--- config.mk ---
export PLATFORM = sky130hd
export DESIGN_NAME = instr_sequencer
export DESIGN_NICKNAME = d
export VERILOG_FILES = /design/src/rtl/instr_sequencer.sv
export SDC_FILE = /design/constraint.sdc
export NUM_CORES = 2
export LEC_CHECK = 0
export ABC_AREA = 1
export BUFFER_PORTS_ARGS = -buffer_cell sky130_fd_sc_hd__buf_4
export CORE_MARGIN = 4
export CORE_UTILIZATION = 36
export CTS_CLUSTER_SIZE = 12
export DETAILED_ROUTE_END_ITERATION = 6
export GPL_TIMING_DRIVEN = 1
export HOLD_SLACK_MARGIN = 0.15
export PLACE_DENSITY = 0.59
export SYNTH_ARGS = -nofsm -noshare
export SYNTH_HDL_FRONTEND = slang
export SYNTH_SLANG_ARGS = --single-unit
--- constraint.sdc ---
create_clock -name clk -period 2.05 [get_ports clk]
set_input_delay 0 -clock clk [delete_from_list [all_inputs] [get_ports clk]]
set_output_delay 0 -clock clk [all_outputs]
set_load 0.005 [all_outputs]
--- src/rtl/instr_sequencer.sv ---
// Program-buffer instruction sequencer: replays up to 16 {instruction, hold}
// entries to the control unit, each issued hold+1 times, with stall/abort.
module instr_sequencer #(
  parameter int IW    = 88,
  parameter int HW    = 8,
  parameter int DEPTH = 16,
  parameter int AW    = 4
) (
  input  logic          clk,
  input  logic          rst,
  input  logic          prog_wr_en,
  input  logic [AW-1:0] prog_wr_addr,
  input  logic [IW-1:0] prog_wr_instr,
  input  logic [HW-1:0] prog_wr_hold,
  input  logic          start,
  input  logic [AW:0]   prog_len,
  input  logic          stall,
  input  logic          abort,
  output logic [IW-1:0] instruction,
  output logic [AW-1:0] pc,
  output logic          busy,
  output logic          done,
  output logic          wr_err
);

  typedef struct packed {
    logic [IW-1:0] instr;
    logic [HW-1:0] hold;
  } entry_t;

  typedef enum logic [1:0] {IDLE, RUN, FLUSH} state_t;

  entry_t [DEPTH-1:0] mem;
  state_t             state;
  logic [HW-1:0]      rem;
  logic [AW-1:0]      last_pc;

  logic [AW:0]   eff_len, len_m1;
  logic [AW-1:0] pc_nx;
  logic [HW-1:0] start_hold;

  assign eff_len = (prog_len > 5'd16) ? 5'd16 : prog_len;
  assign len_m1  = eff_len - 5'd1;
  assign pc_nx   = pc + 1'b1;
  // A write to entry 0 in the start cycle must seed rem with the new hold.
  assign start_hold = (prog_wr_en && prog_wr_addr == '0) ? prog_wr_hold : mem[0].hold;

  always_ff @(posedge clk) begin
    if (rst) begin
      mem         <= '0;
      state       <= IDLE;
      rem         <= '0;
      last_pc     <= '0;
      instruction <= '0;
      pc          <= '0;
      busy        <= 1'b0;
      done        <= 1'b0;
      wr_err      <= 1'b0;
    end else begin
      done   <= 1'b0;
      wr_err <= 1'b0;
      if (prog_wr_en) begin
        if (state == IDLE) mem[prog_wr_addr] <= {prog_wr_instr, prog_wr_hold};
        else               wr_err <= 1'b1;
      end
      case (state)
        IDLE: begin
          instruction <= '0;
          pc          <= '0;
          if (start) begin
            if (eff_len == '0) begin
              done <= 1'b1;
            end else begin
              state   <= RUN;
              busy    <= 1'b1;
              rem     <= start_hold;
              last_pc <= len_m1[AW-1:0];
            end
          end
        end
        RUN: begin
          if (abort) begin
            state       <= IDLE;
            instruction <= '0;
            pc          <= '0;
            busy        <= 1'b0;
          end else if (stall) begin
            instruction <= '0;
          end else begin
            instruction <= mem[pc].instr;
            if (rem != '0) begin
              rem <= rem - 1'b1;
            end else if (pc != last_pc) begin
              pc  <= pc_nx;
              rem <= mem[pc_nx].hold;
            end else begin
              state <= FLUSH;
            end
          end
        end
        FLUSH: begin
          // Last issue stays visible here; completion only if not aborted.
          state       <= IDLE;
          instruction <= '0;
          pc          <= '0;
          busy        <= 1'b0;
          done        <= !abort;
        end
        default: state <= IDLE;
      endcase
    end
  end

endmodule

==> summary.txt <==
Setup path
  – R2R setup slack: approximately 0.090 ns
  – Crit-path cells: buf_16 -> buf_4
  – Critical Path Source: pc[2]
  – Crit-path max FO: 71
  – Critical path arrival: ~2 ns
  – Worst R2R End: instruction[13]
  – Startpoint types: register
  – Critical path destination: pc[2]
  – Max stage delay on crit path: roughly 0.48 ns
  – Crit path depth: 2
  – Reg2reg start: pc[0]
  – CP Buf/Inv Count: 2
  – Critical Path RT: around 2.1 ns
  – Crit end category: primary output
  – CP Class: reg -> out
  – R2R cell count: 9
  – Slowest cell on crit path: buf_16
  – Delay-heaviest family, CP: buffers and inverters

CTS
  – Clock Sinks: around 1,600
  – CTS tree: yes
  – Worst-skew pair later-pin latency: around 0.84 ns
  – CTS max path bufs: 3
  – H-tree depth: 4
  – CTS Buf Count: between 150 and 200
  – Clk root buf: clkbuf_16
  – CTS clock-pin slew for the worst setup and hold paths: 0.06 ns

Floorplanning
  – Core Region: 198,200 µm²
  – Num ports: just over 200
  – Die height: ~460 µm
  – Num rows: approximately 160
  – Starting density of the core: approximately 36%
  – Die ar.: 207,300 µm²
  – Die X: about 460 µm

STA
  – Final Max Slew Viols: 0
  – RSZ-0062 raised after global routing: true
  – Final worst setup slack: 0.04379 ns
  – Tmin final: 2.006 ns
  – Hold slack: between 0.15 and 0.2 ns
  – Clock Skews: around 0.036 ns
  – Peak Freq: about 500 MHz
  – Final Hold Viols: 0
  – Least-Margin Pin Slew: 0.8711 ns
  – # setup viols final: 0
  – Period Utilization, post-route: between 90 and 100%
  – Slew headroom: between 40% and 50%

Route
  – # DRC: 0
  – Routed WL: ~240 mm
  – DR vias: just under 70,000
  – WL per Instance: between 15 and 20 µm
  – Average via count per standard cell: 5.260
  – Final ANT Viol Nets: 0
  – DR iter-0 viols: 5,919
  – Drt pass-1 iters: 5

Global routing
  – GRT Util Overall: between 20% and 30%
  – Initial antenna violation count: 20
  – Pin count of the biggest net entering global routing: 130
  – Vias in the first global route: around 62,000
  – GRT overflow: 0
  – First-pass GRT wire length: around 370 mm

Finish
  – Multi-input combinational cell area: 29,860 µm²
  – Storage cell area: 32,950 µm²
  – Fill count: 19,699
  – Cell area after layout: approximately 87,000 µm²
  – Nets: about 10,000
  – Most common cell after layout, fill and taps aside: a21oi_1
  – Area Growth Syn to Fin: 21.03%
  – Share of layout cells above drive strength 1: a little over a tenth
  – Most frequent cells in the layout: a21oi_1, o21ai_0, dfxtp_1, inv_1, nand3_1

Place
  – DP Wirelength: 141.5 mm
  – Pre-CTS WS: -0.2041 ns
  – GPL Wtd Cong: 0.8156
  – DP Area: 78,250 µm²
  – Port-buffer cells: around 210

Synthesis
  – Largest cells by area after synthesis: dfxtp_1, a21oi_1, o21ai_0, inv_1, nand3_1
  – Post-synth top area share: about 46%
  – Net count of the mapped netlist: 10,060
  – Avg Cell Area, Syn: 7.246 µm²
  – Largest area contributor in the netlist: dfxtp_1
  – Syn Std Cell Area: roughly 70,000 µm²
  – Distinct cells, synth: 33
  – Synthesis warning total: 0
  – Sequential fraction of the synthesis area: between 40% and 50%
  – Register bit total from synthesis: 1,645
  – Cells after Synth: 9,940

Pwr
  – Maximum vdd drop: a little over 0.001 V
  – Cell Pwr Density: 1193 nW/µm²
  – Pleak: 30.88 nW

Worst hold path
  – Hold depth: 4
  – HP Class: in -> reg

Outcome
  – Run status: finished, final reports clean

Run
  – Maximum Capacitance Violations: 0
-- layer usage --
layer  track usage [%]  routed length [µm]  vias up
met5                 0                   0        -
met4             7.280                7232        0
met3             3.161               15290      414
met2             36.30              112100     2069
met1             30.33              108200    31610
li1                  -                   -    33207
-- stage by stage --
step | power, mW | TNS [ns] | instances | utilization (%)
global placement | 70.10 | -27.01 | 12201 | 39.47
CTS | 103.3 | 0 | 12764 | 43.72
floorplan | 57.51 | 0 | 9940 | -
detailed placement | 70.25 | -27.70 | 12201 | 39.47
finish | 104.0 | 0 | 12795 | 43.98
global route | 109.3 | -0.5260 | 12793 | 43.97
-- cells in the mapped netlist --
master / n
a211oi_1: 1
a21oi_1: 2054
a21oi_2: 177
a221oi_1: 3
a31oi_1: 1
buf_1: 50
buf_2: 165
buf_4: 7
buf_6: 45
buf_8: 1
clkbuf_1: 679
clkinv_1: 2
dfxtp_1: 1645
ha_1: 9
inv_1: 1401
inv_2: 9
nand2_1: 395
nand3_1: 638
nand3_2: 1
nand4_1: 7
nor2_1: 348
nor2_4: 1
nor3_1: 1
nor3_2: 1
nor3_4: 1
nor4_4: 1
o211ai_1: 15
o21ai_0: 1953
o21ai_1: 320
or2_2: 2
xnor2_1: 3
xor2_1: 2
xor2_2: 2
-- repair_timing --
item,4_1_cts,5_1_grt
buffers inserted,3,14
resized for setup,8,64
endpoints found under the setup margin,212,440
pin swaps,2,5
endpoints found under the hold margin,1645,1
hold buffers,238,2
cloned,1,8
-- worst min-delay path: cells and delay by family --
family,cells,cell delay (ns)
buffers and inverters,2,0.81
AOI/OAI and AO/OA,1,0.06
and+or+nand+nor,1,0.09
-- logic make-up after synthesis --
group / count (synthesis) / share of synthesized area [%]
flops: 1645 / 45.72
simple gates: 1396 / 8.486
buf+inv: 2359 / 13.10
fa+ha+maj: 9 / 0.1563
xor+xnor: 7 / 0.1060
compound gates: 4524 / 32.43
-- area by class of cell --
| type | count | share of cell area [%] |
|---|---|---|
| repair buffers | 830 | 11.16 |
| clock buffers | 288 | 6.301 |
| clock inverters | 34 | 0.5196 |
| inverters | 1412 | 6.149 |
| well taps | 2640 | 3.789 |
| diodes | 10 | 0.02871 |
| flip-flops and latches | 1645 | 37.79 |
| multi-input cells | 5936 | 34.26 |
-- power breakdown --
group	switching, mW	internal (mW)	total, mW
sequential	0.685	33.3	34.0
combinational	23.6	13.8	37.5
clock	13.9	18.6	32.5
-- registers in the layout (all words and copies together) (netlist names) --
| signal | cells |
|---|---|
| mem | 1536 |
| instruction | 88 |
| rem | 8 |
| last_pc | 4 |
| pc | 4 |
| state | 2 |
| busy | 1 |
| done | 1 |
| wr_err | 1 |
-- worst min-delay path by stage --
| stage | startpoint | to |
|---|---|---|
| final | prog_wr_hold[2] | mem[1250] |
| after global placement | prog_wr_en | wr_err |
| after detailed placement | prog_wr_en | wr_err |
| after CTS | prog_wr_hold[3] | mem[99] |
| after floorplan | prog_wr_en | wr_err |
| after global routing | prog_wr_hold[4] | mem[1252] |
(Power assumes the default switching activity.)
